==> config.mk <==
export PLATFORM = sky130hd
export DESIGN_NAME = multicycle_sequencer
export DESIGN_NICKNAME = d
export VERILOG_FILES = /design/src/rtl/multicycle_sequencer.sv
export SDC_FILE = /design/constraint.sdc
export NUM_CORES = 1
export LEC_CHECK = 0
export CAP_MARGIN = 15
export CORE_ASPECT_RATIO = 1.25
export CORE_MARGIN = 5
export CORE_UTILIZATION = 30
export DETAILED_ROUTE_END_ITERATION = 6
export GPL_TIMING_DRIVEN = 0
export PLACE_DENSITY = 0.64
export SETUP_SLACK_MARGIN = 0.02
export SLEW_MARGIN = 20
export SYNTH_ARGS = -nofsm -noshare
export SYNTH_HDL_FRONTEND = slang
export SYNTH_SLANG_ARGS = --single-unit
==> constraint.sdc <==
create_clock -name clk -period 3.9 [get_ports clk]
set_input_delay 0.39 -clock clk [delete_from_list [all_inputs] [get_ports clk]]
set_output_delay 0.39 -clock clk [all_outputs]
set_load 0.02 [all_outputs]
==> src/rtl/multicycle_sequencer.sv <==
// multicycle_sequencer: multicycle FETCH/DECODE/EXEC/MEM/WB control FSM with memory-handshake timeout.
// Strobes are decoded combinationally from the state and the current inputs.
module multicycle_sequencer #(
  parameter int unsigned TIMEOUT   = 15,
  parameter logic [31:0] NOP_INSTR = 32'h00000013
) (
  input  logic        clk,
  input  logic        rst_n,
  input  logic        run_en,
  input  logic        imem_ready,
  input  logic [31:0] instr_in,
  input  logic        Branch,
  input  logic        MemRead,
  input  logic        MemWrite,
  input  logic        RegWrite,
  input  logic        branch_taken,
  input  logic        dmem_ready,
  output logic        imem_req,
  output logic        ir_we,
  output logic        pc_we,
  output logic        pc_sel,
  output logic        dmem_re,
  output logic        dmem_we,
  output logic        rf_we,
  output logic        fault,
  output logic [31:0] ir,
  output logic [2:0]  state,
  output logic [31:0] instret
);
  localparam logic [2:0] S_IDLE   = 3'd0;
  localparam logic [2:0] S_FETCH  = 3'd1;
  localparam logic [2:0] S_DECODE = 3'd2;
  localparam logic [2:0] S_EXEC   = 3'd3;
  localparam logic [2:0] S_MEM    = 3'd4;
  localparam logic [2:0] S_WB     = 3'd5;
  localparam logic [2:0] S_FAULT  = 3'd6;
  localparam logic [7:0] TMO_LAST = 8'(TIMEOUT - 1);
  logic [2:0]  r_state, w_next, w_after;
  logic [7:0]  r_cnt;
  logic [31:0] r_ir, r_instret;
  logic        w_mem, w_tmo, w_retire, w_wait;
  assign w_mem    = MemRead | MemWrite;
  assign w_tmo    = r_cnt == TMO_LAST;
  assign w_wait   = r_state == S_FETCH || r_state == S_MEM;
  assign w_after  = run_en ? S_FETCH : S_IDLE;
  assign w_retire = (r_state == S_EXEC && !w_mem && !RegWrite) ||
                    (r_state == S_MEM && dmem_ready && !MemRead) ||
                    r_state == S_WB;
  assign imem_req = r_state == S_FETCH;
  assign ir_we    = r_state == S_FETCH && imem_ready;
  assign pc_we    = w_retire;
  assign pc_sel   = w_retire & Branch & branch_taken;
  assign dmem_re  = r_state == S_MEM && MemRead;
  assign dmem_we  = r_state == S_MEM && MemWrite;
  assign rf_we    = r_state == S_WB;
  assign fault    = r_state == S_FAULT;
  assign ir       = r_ir;
  assign state    = r_state;
  assign instret  = r_instret;
  // Ready on the final allowed wait cycle takes priority over the timeout.
  always_comb begin
    w_next = r_state;
    case (r_state)
      S_IDLE:   w_next = run_en ? S_FETCH : S_IDLE;
      S_FETCH:  w_next = imem_ready ? S_DECODE : w_tmo ? S_FAULT : S_FETCH;
      S_DECODE: w_next = S_EXEC;
      S_EXEC:   w_next = (MemRead & MemWrite) ? S_FAULT : w_mem ? S_MEM : RegWrite ? S_WB : w_after;
      S_MEM:    w_next = dmem_ready ? (MemRead ? S_WB : w_after) : w_tmo ? S_FAULT : S_MEM;
      S_WB:     w_next = w_after;
      S_FAULT:  w_next = S_FAULT;
      default:  w_next = S_FAULT;
    endcase
  end
  always_ff @(posedge clk or negedge rst_n) begin
    if (!rst_n) begin
      r_state   <= S_IDLE;
      r_ir      <= NOP_INSTR;
      r_instret <= '0;
      r_cnt     <= '0;
    end else begin
      r_state   <= w_next;
      r_ir      <= ir_we ? instr_in : r_ir;
      r_instret <= w_retire ? r_instret + 32'd1 : r_instret;
      r_cnt     <= (w_next != r_state) ? 8'd0 : w_wait ? r_cnt + 8'd1 : r_cnt;
    end
  end
endmodule

; Yosys cells after proc, flatten, opt, wreduce, memory -nomap -nowiden
; Index checks and enable logic that the tools add are counted.
[word_totals]
reg_bits = 75
inputBits = 42
out_inout_bits = 75
word_cells = 46
[op_classes]
n_addsub = 2
n_eq_ne = 8
mux = 12
bitwise = 4
n_reduce_logical = 16
[op_table]
columns = op, n
row1 = 32-bit by 1-bit adder with 32-bit output (second input constant), 1
row2 = 3-bit two-way mux, 7
row3 = 8-bit two-way mux, 2
row4 = 3-bit one-hot mux with 5 select lines, 1
row5 = 3-bit equality test (second input constant), 3
row6 = 8-bit by 1-bit adder with 8-bit output (second input constant), 1
row7 = 8-bit by 4-bit equality test with 1-bit output (second input constant), 1
row8 = 1-bit logical AND, 7
row9 = 3-bit by 2-bit equality test with 1-bit output (second input constant), 2
row10 = 1-bit bitwise AND, 3
row11 = 3-bit by 1-bit equality test with 1-bit output (second input constant), 1
row12 = 1-bit zero test, 3
row13 = 3-bit zero test, 1
row14 = 1-bit logical OR, 3
row15 = 3-bit inequality test, 1
row16 = 2-bit two-way mux, 1
row17 = 2-bit nonzero test, 1
row18 = 2-bit OR reduction, 1
row19 = 1-bit two-way mux, 1
row20 = 1-bit bitwise OR, 1

; Depth between registers and ports, before layout
; Gate-level depths: netlist of run 1.
[logic_depth]
depth_word = 8
depth_mapped = 7
mapped_depth_nobuf = 7

; Least setup slack after synthesis of run 1
; OpenSTA, ideal clock, no wires.
[synth_timing]
path_kind = register to output
startpoint = reg r_state[0] (netlist: state[0])
endpoint = out pc_sel
arrival_ns = 1.526
required_ns = 3.510
path_slack_ns = 1.984
path_stages_with_launch = 6
n_path_buf = 2
cell_sequence = dfrtp_1 buf_2 nand3_4 nand2_1 buf_2 and3_1
[synth_between]
elab_chain_cells = 7
elab_cells_between_ends = 11
cone_classes = 3 x eq/ne / 2 x bitwise / 6 x reduce/logical
[synth_rtl]
columns = element, line_no
row1 = "start, declared", 38  ; logic [2:0] r_state, w_next, w_after;
row2 = "start signal, assigned", 81  ; r_state <= w_next;
row3 = 3-bit by 2-bit equality test with 1-bit output / 3-bit equality test (equally long branches), "46, 47"
row4 = 1-bit logical AND (on tied branches) (2 in series), "46, 47"
row5 = 1-bit logical OR, 46  ; assign w_retire = (r_state == S_EXEC && !w_mem && !RegWrite) ||
row6 = 1-bit logical OR (*), 47  ; (r_state == S_MEM && dmem_ready && !MemRead) ||
row7 = net pc_we, 20  ; output logic pc_we,
row8 = 1-bit bitwise AND (*) (2 in series), 52  ; assign pc_sel = w_retire & Branch & branch_taken;
row9 = "end, declared", 21  ; output logic pc_sel,
; Mark *: on every way through the listed nets, which the timed path passes. The rest lies on a longest branch.

; Worst setup path after layout of run 1
[layout_timing]
startpoint = in MemRead
endpoint = out pc_sel
[layout_between]
elab_chain_cells = 8
elab_cells_between_ends = 10
cone_classes = 3 x bitwise / 7 x reduce/logical
[layout_rtl]
columns = element, line_no
row1 = "start, declared", 13  ; input logic MemRead,
row2 = 1-bit bitwise OR, 42  ; assign w_mem = MemRead | MemWrite;
row3 = 1-bit zero test, 46
row4 = 1-bit logical AND (2 in series), 46
row5 = 1-bit logical OR (*), 46
row6 = 1-bit logical OR (*), 47
row7 = 1-bit bitwise AND (*) (2 in series), 52
; Mark *: on every way between the ends. The rest lies on a longest branch, timed or not.

==> results.sh, run 1 <==
export IMPL_outcome="completed"
export IMPL_max_freq_ghz=0.337
export IMPL_drt_iter0_markers=84
export IMPL_worstSetupPathType="in2out"
export IMPL_dpl_instance_area_mm2=0.00480
export IMPL_period_minus_slack_ps=2970
export IMPL_worstPathArrival_ps=2580
export IMPL_cts_root_buf="clkbuf_16"
export IMPL_wire_per_inst_um=15.5
export IMPL_overflow=0
export IMPL_critPathCaptureType="primary output"
export IMPL_antenna_found_initial=0
export IMPL_grtUsageMet3_pct=2.77
export IMPL_drc=0
export IMPL_cts_sinks=75
export IMPL_yosysUniqueCellTypes=46
export IMPL_diodes=0
export IMPL_dieArea_mm2=0.0138
export IMPL_io_buffers=116
export IMPL_cts_resized=0
export IMPL_tightest_slew_ps=665
export IMPL_grt_pass1_wl_mm=14.2
export IMPL_switching_share_pct=33.1
export IMPL_gp_congestion=0.874
export IMPL_required_ps=3510
export IMPL_ys_warnings_count=0
export IMPL_grt_usage_pct=12.8
export IMPL_h_tree_depth=3
export IMPL_postSynthCellCount=284
export IMPL_vias=2653
export IMPL_multi_input_area_mm2=0.00152
export IMPL_layout_nets=457
export IMPL_ant_nets=0
export IMPL_fp_coreArea_mm2=0.0112
export IMPL_register_area_mm2=0.00188
export IMPL_dp_hpwl_mm=6.45
export IMPL_synth_seq_cells=75
export IMPL_grt_use_met1_pct=16.1
export IMPL_synth_nets=329
export IMPL_min_period_over_period_pct=76.1
export IMPL_fin_skew_ps=6.62
export IMPL_cpPeakStageDelay_ps=610
export IMPL_max_vdd_ir_drop_v=0.000249
export IMPL_finalMaxSlewViolations=0
export IMPL_power_frac_seq_pct=33.1
export IMPL_fin_ws_ps=932
export IMPL_clockBufferDepth=2
export IMPL_post_cts_setup_buffers=0
export IMPL_cts_tree="done"
export IMPL_nFillCells=1051
export IMPL_path_cells="clkdlybuf4s50_1 > nor3_2 > nand3_4 > nand2_1 > buf_2 > and3_1 > clkdlybuf4s50_1"
export IMPL_hp_class="in2async"
export IMPL_netlist_area_mm2=0.00345
export IMPL_wirelength_mm=8.53
export IMPL_io_pins=117
export IMPL_final_area_mm2=0.00513
export IMPL_area_growth_pct=48.6
export IMPL_crit_buf_inv=3
export IMPL_die_x_um=106
export IMPL_switchingPower_mw=1.14
export IMPL_post_synth_cell_area_avg_um2=12.2
export IMPL_maxCapViolCount=0
export IMPL_setup_viol=0
export IMPL_crit_top_cell="clkdlybuf4s50_1"
export IMPL_holdBufCountCts=0
export IMPL_dr_pass1_iters=4
export IMPL_grtUsageMet2_pct=20.9
export IMPL_grt_pass1_vias=2796
export IMPL_grt_max_degree=41
export IMPL_clk_latency_ps=320
export IMPL_hold_viol=0
export IMPL_rsz0062_at_grt="no"
export IMPL_dp_slack_ps=928
export IMPL_start_util_pct=30.9
export IMPL_p_int_mw=2.30
export IMPL_finalCoreUtilization_pct=45.9
export IMPL_path_max_fanout=10
export IMPL_p_per_area_mw_per_mm2=670
export IMPL_p_leak_nw=2.10
export IMPL_relSlewSlack_pct=55.7
export IMPL_final_cell_mix="clkdlybuf4s50_1, dfrtp_1, mux2_2, xnor2_1, nor2_1"
export IMPL_mostFrequentLayoutCell="clkdlybuf4s50_1"
export IMPL_cpMaxStageDelayCell="clkdlybuf4s50_1"
export IMPL_rows=43
export IMPL_vias_per_cell=4.81
export IMPL_cts_buffers=9
export IMPL_power_share_clock_pct=26.3
export IMPL_whs_ps=23.8
export IMPL_busiest_layer="met2"
export IMPL_power_frac_comb_pct=40.6
export IMPL_cp_top_family="buffers and inverters"
export IMPL_yosysSeqAreaShare_pct=54.5
export IMPL_fp_dieH_um=130
export IMPL_start_kind="primary input"
export IMPL_drive_gt1_share_pct=16.5
export IMPL_path_clk_slew_ps=60
export IMPL_timing_setup_tns_ps=0
## state kept, by name (all words and copies together), names as in the netlist
register,flops
instret,32
ir,32
r_cnt,8
state,3
## layer usage
| metal | up-vias | share of wire, % |
|---|---|---|
| li1 | 1263 | - |
| met1 | 1290 | 44 |
| met2 | 85 | 49 |
| met3 | 15 | 4.8 |
| met4 | 0 | 2.2 |
| met5 | - | 0 |
## layout make-up
type	instances	share of cell area (%)
flip-flops and latches	75	36.6
multi-input cells	198	29.6
repair buffers	117	23.0
clock buffers	12	5.00
well taps	135	3.29
clock inverters	4	1.44
plain buffers	8	0.878
inverters	3	0.219
## cells by family after synthesis
kind of cell	after synthesis	share of synthesized area [%]
XOR/XNOR	40	10.1
adder cells (fa/ha/maj)	3	1.09
AND/OR/NAND/NOR	102	16.2
AO/OA/AOI/OAI	20	5.72
buffers and inverters	11	1.63
flip-flops	75	54.5
multiplexers	33	10.8
## cell usage after synthesis (all sizes together)
master / count / area share [%]
dfrtp: 72 / 52
mux2: 33 / 11
xnor2: 32 / 8.1
nor2: 21 / 2.3
nand3: 18 / 3.1
nand2: 16 / 1.7
and3: 13 / 2.4
nand4: 10 / 1.8
xor2: 8 / 2.0
buf: 7 / 1.2
a211oi: 4 / 1.0
a2111oi: 3 / 1.8
a31oi: 3 / 0.54
and4: 3 / 0.76
dfstp: 3 / 2.3
ha: 3 / 1.1
inv: 3 / 0.33
nand2b: 3 / 0.54
nor2b: 3 / 0.54
nor3: 3 / 0.58
or3: 3 / 0.54
nand3b: 2 / 0.43
o211ai: 2 / 0.58
o21ai: 2 / 0.40
or2: 2 / 0.36
a21o: 1 / 0.22
a21oi: 1 / 0.14
a311oi: 1 / 0.25
and2: 1 / 0.18
and2b: 1 / 0.22
clkbuf: 1 / 0.11
nand4b: 1 / 0.25
nor3b: 1 / 0.22
nor4b: 1 / 0.25
o2111ai: 1 / 0.25
o31ai: 1 / 0.22
o32ai: 1 / 0.25
## power by group through the flow
stage               clock network (mW)  logic, mW  registers (mW)
finish                           0.904       1.40            1.14
floorplan                            0      0.525            1.40
global placement                     0       1.40            1.15
CTS                              0.932       1.42            1.14
detailed placement                   0       1.41            1.16
global route                     0.969       1.50            1.17
## stage by stage
step / std cells / total power [mW]
finish: 552 / 3.44
global route: 552 / 3.64
CTS: 552 / 3.49
floorplan: 284 / 1.92
detailed placement: 536 / 2.57
global placement: 535 / 2.54
## path summary, 6_finish.rpt
check	from	end	slack (ps)	cells after the start
hold reg to reg	instret[31]	instret[31]	480	1
setup reg to reg	state[1]	instret[27]	1860	5
max in group asynchronous	rst_n	instret[20]	3300	2
hold / removal	rst_n	state[0]	20	1
setup / recovery	MemRead	pc_sel	930	7
min in group clk	instret[31]	instret[31]	480	1
No activity file was read; power rests on OpenSTA's default activity.
==> run 2, diff against run 1 <==
==> constraint.sdc (replaced) <==
create_clock -name clk -period 2.9 [get_ports clk]
set_input_delay 0.29 -clock clk [delete_from_list [all_inputs] [get_ports clk]]
set_output_delay 0.29 -clock clk [all_outputs]
set_load 0.02 [all_outputs]
==> results.sh, run 2 (synthesized netlist as in run 1, its figures left out) <==
export IMPL_min_period_over_period_pct=95.9
export IMPL_diodes=0
export IMPL_setup_viol=0
export IMPL_period_minus_slack_ps=2780
export IMPL_grt_usage_pct=12.8
export IMPL_outcome="completed"
export IMPL_path_cells="clkdlybuf4s50_1 > nor3_2 > nand3_4 > nand2_1 > buf_2 > and3_1 > clkdlybuf4s50_1"
export IMPL_path_clk_slew_ps=60
export IMPL_fp_dieH_um=130
export IMPL_reg2reg_setup_slack_ps=850
export IMPL_cts_sinks=75
export IMPL_worstSetupPathType="in2out"
export IMPL_clockBufferDepth=2
export IMPL_max_freq_ghz=0.360
export IMPL_finalPower_mw=4.63
export IMPL_io_pins=117
export IMPL_dp_hpwl_mm=6.45
export IMPL_dr_pass1_iters=4
export IMPL_clk_latency_ps=320
export IMPL_start_util_pct=30.9
export IMPL_instances_no_fill=552
export IMPL_vias_per_cell=4.78
export IMPL_cts_buffers=9
export IMPL_p_per_area_mw_per_mm2=901
export IMPL_fin_ws_ps=119
export IMPL_r2r_start="state[1]"
export IMPL_io_buffers=116
export IMPL_vias=2640
export IMPL_cp_top_family="buffers and inverters"
export IMPL_grt_pass1_vias=2796
export IMPL_ant_nets=0
export IMPL_fp_coreArea_mm2=0.0112
export IMPL_hp_class="in2async"
export IMPL_path_max_fanout=10
export IMPL_timing_setup_tns_ps=0
export IMPL_crit_top_cell="clkdlybuf4s50_1"
export IMPL_drive_gt1_share_pct=16.5
export IMPL_fin_skew_ps=6.98
export IMPL_h_tree_depth=3
export IMPL_finalCoreUtilization_pct=45.9
export IMPL_overflow=0
export IMPL_finalMaxSlewViolations=0
export IMPL_wirelength_mm=8.56
export IMPL_r2r_cells=5
export IMPL_maxCapViolCount=0
export IMPL_rsz0062_at_grt="no"
export IMPL_crit_buf_inv=3
export IMPL_cts_tree="done"
export IMPL_dp_slack_ps=128
export IMPL_layout_nets=457
export IMPL_antenna_found_initial=0
export IMPL_tightest_slew_ps=680
export IMPL_grt_max_degree=41
export IMPL_hold_viol=0
export IMPL_mostFrequentLayoutCell="clkdlybuf4s50_1"
export IMPL_grt_pass1_wl_mm=14.2
export IMPL_area_growth_pct=48.8
export IMPL_max_vdd_ir_drop_v=0.000334
export IMPL_p_leak_nw=2.11
export IMPL_dieArea_mm2=0.0138
export IMPL_gp_congestion=0.874
export IMPL_start_kind="primary input"
export IMPL_die_x_um=106
export IMPL_required_ps=2610
export IMPL_cpMaxStageDelayCell="clkdlybuf4s50_1"
export IMPL_worstPathArrival_ps=2490
export IMPL_critPathCaptureType="primary output"
export IMPL_drt_iter0_markers=92
export IMPL_dp_cells=536
export IMPL_cts_root_buf="clkbuf_16"
export IMPL_r2r_end="instret[27]"
export IMPL_wire_per_inst_um=15.5
export IMPL_cpPeakStageDelay_ps=610
export IMPL_relSlewSlack_pct=54.7
export IMPL_rows=43
export IMPL_drc=0
export IMPL_final_cell_mix="clkdlybuf4s50_1, dfrtp_1, mux2_2, xnor2_1, nor2_1"
## run 2: cell types whose count changed in the layout (fill, tap and decap cells not counted)
cell	previous run	this run
clkbuf_1	2	1
clkbuf_4	0	1
buf_2	6	5
dlygate4sd3_1	0	1
## run 2: final cells by class
type	count	area (um^2)
buffer	7	43.8
inverter	3	11.3
clock inverter	4	73.8
multi-input combinational	198	1520
clock buffer	12	256
tap	135	169
timing repair buffer	118	1190
fill	1051	6050
sequential	75	1880
## run 2: power breakdown
| part | leakage, nW | internal (mW) | switching, mW |
|---|---|---|---|
| Combinational | 0.975 | 0.943 | 0.937 |
| Clock | 0.163 | 0.801 | 0.418 |
| Sequential | 0.969 | 1.35 | 0.180 |
| Total | 2.11 | 3.09 | 1.54 |
## run 2: stage by stage
step / hold WS, ps / area [um^2]
floorplan: -5.59 / 3450
global placement: 471 / 4780
detailed placement: 289 / 4800
CTS: 480 / 5140
global route: 491 / 5140
finish: 470 / 5140
## run 2: metal layers
layer	track usage (%)	vias to the layer above	share of wire (%)
li1	-	1264	-
met3	2.72	12	4.8
met5	0	-	0
met1	16.1	1277	44
met2	20.9	87	49
met4	6.17	0	2.0
## run 2: timing repair
| item | 4_1_cts | 5_1_grt |
|---|---|---|
| resized for setup | 0 | 1 |
| setup endpoints to repair | 0 | 1 |
| endpoints found under the hold margin | 32 | 0 |
| buffers inserted | 0 | 0 |
| hold buffers | 1 | 0 |
## run 2: worst max path at each step
stage | from | endpoint | slack [ps] | cells after the start
after floorplan | state[2] | ir[22] | 1000 | 6
after global placement | rst_n | ir[17] | -1150 | 1
after detailed placement | MemRead | pc_sel | 130 | 7
after CTS | state[2] | ir_we | 60 | 6
after global routing | MemRead | pc_sel | 30 | 7
final | MemRead | pc_sel | 120 | 7
## run 2: worst register-to-register path, cell delays in order, from the launching register on
cell and delay [ps]:
dfrtp_1 410, and2b_1 290, o21ai_2 160, a2111oi_4 720, nand4_1 200, xnor2_1 160
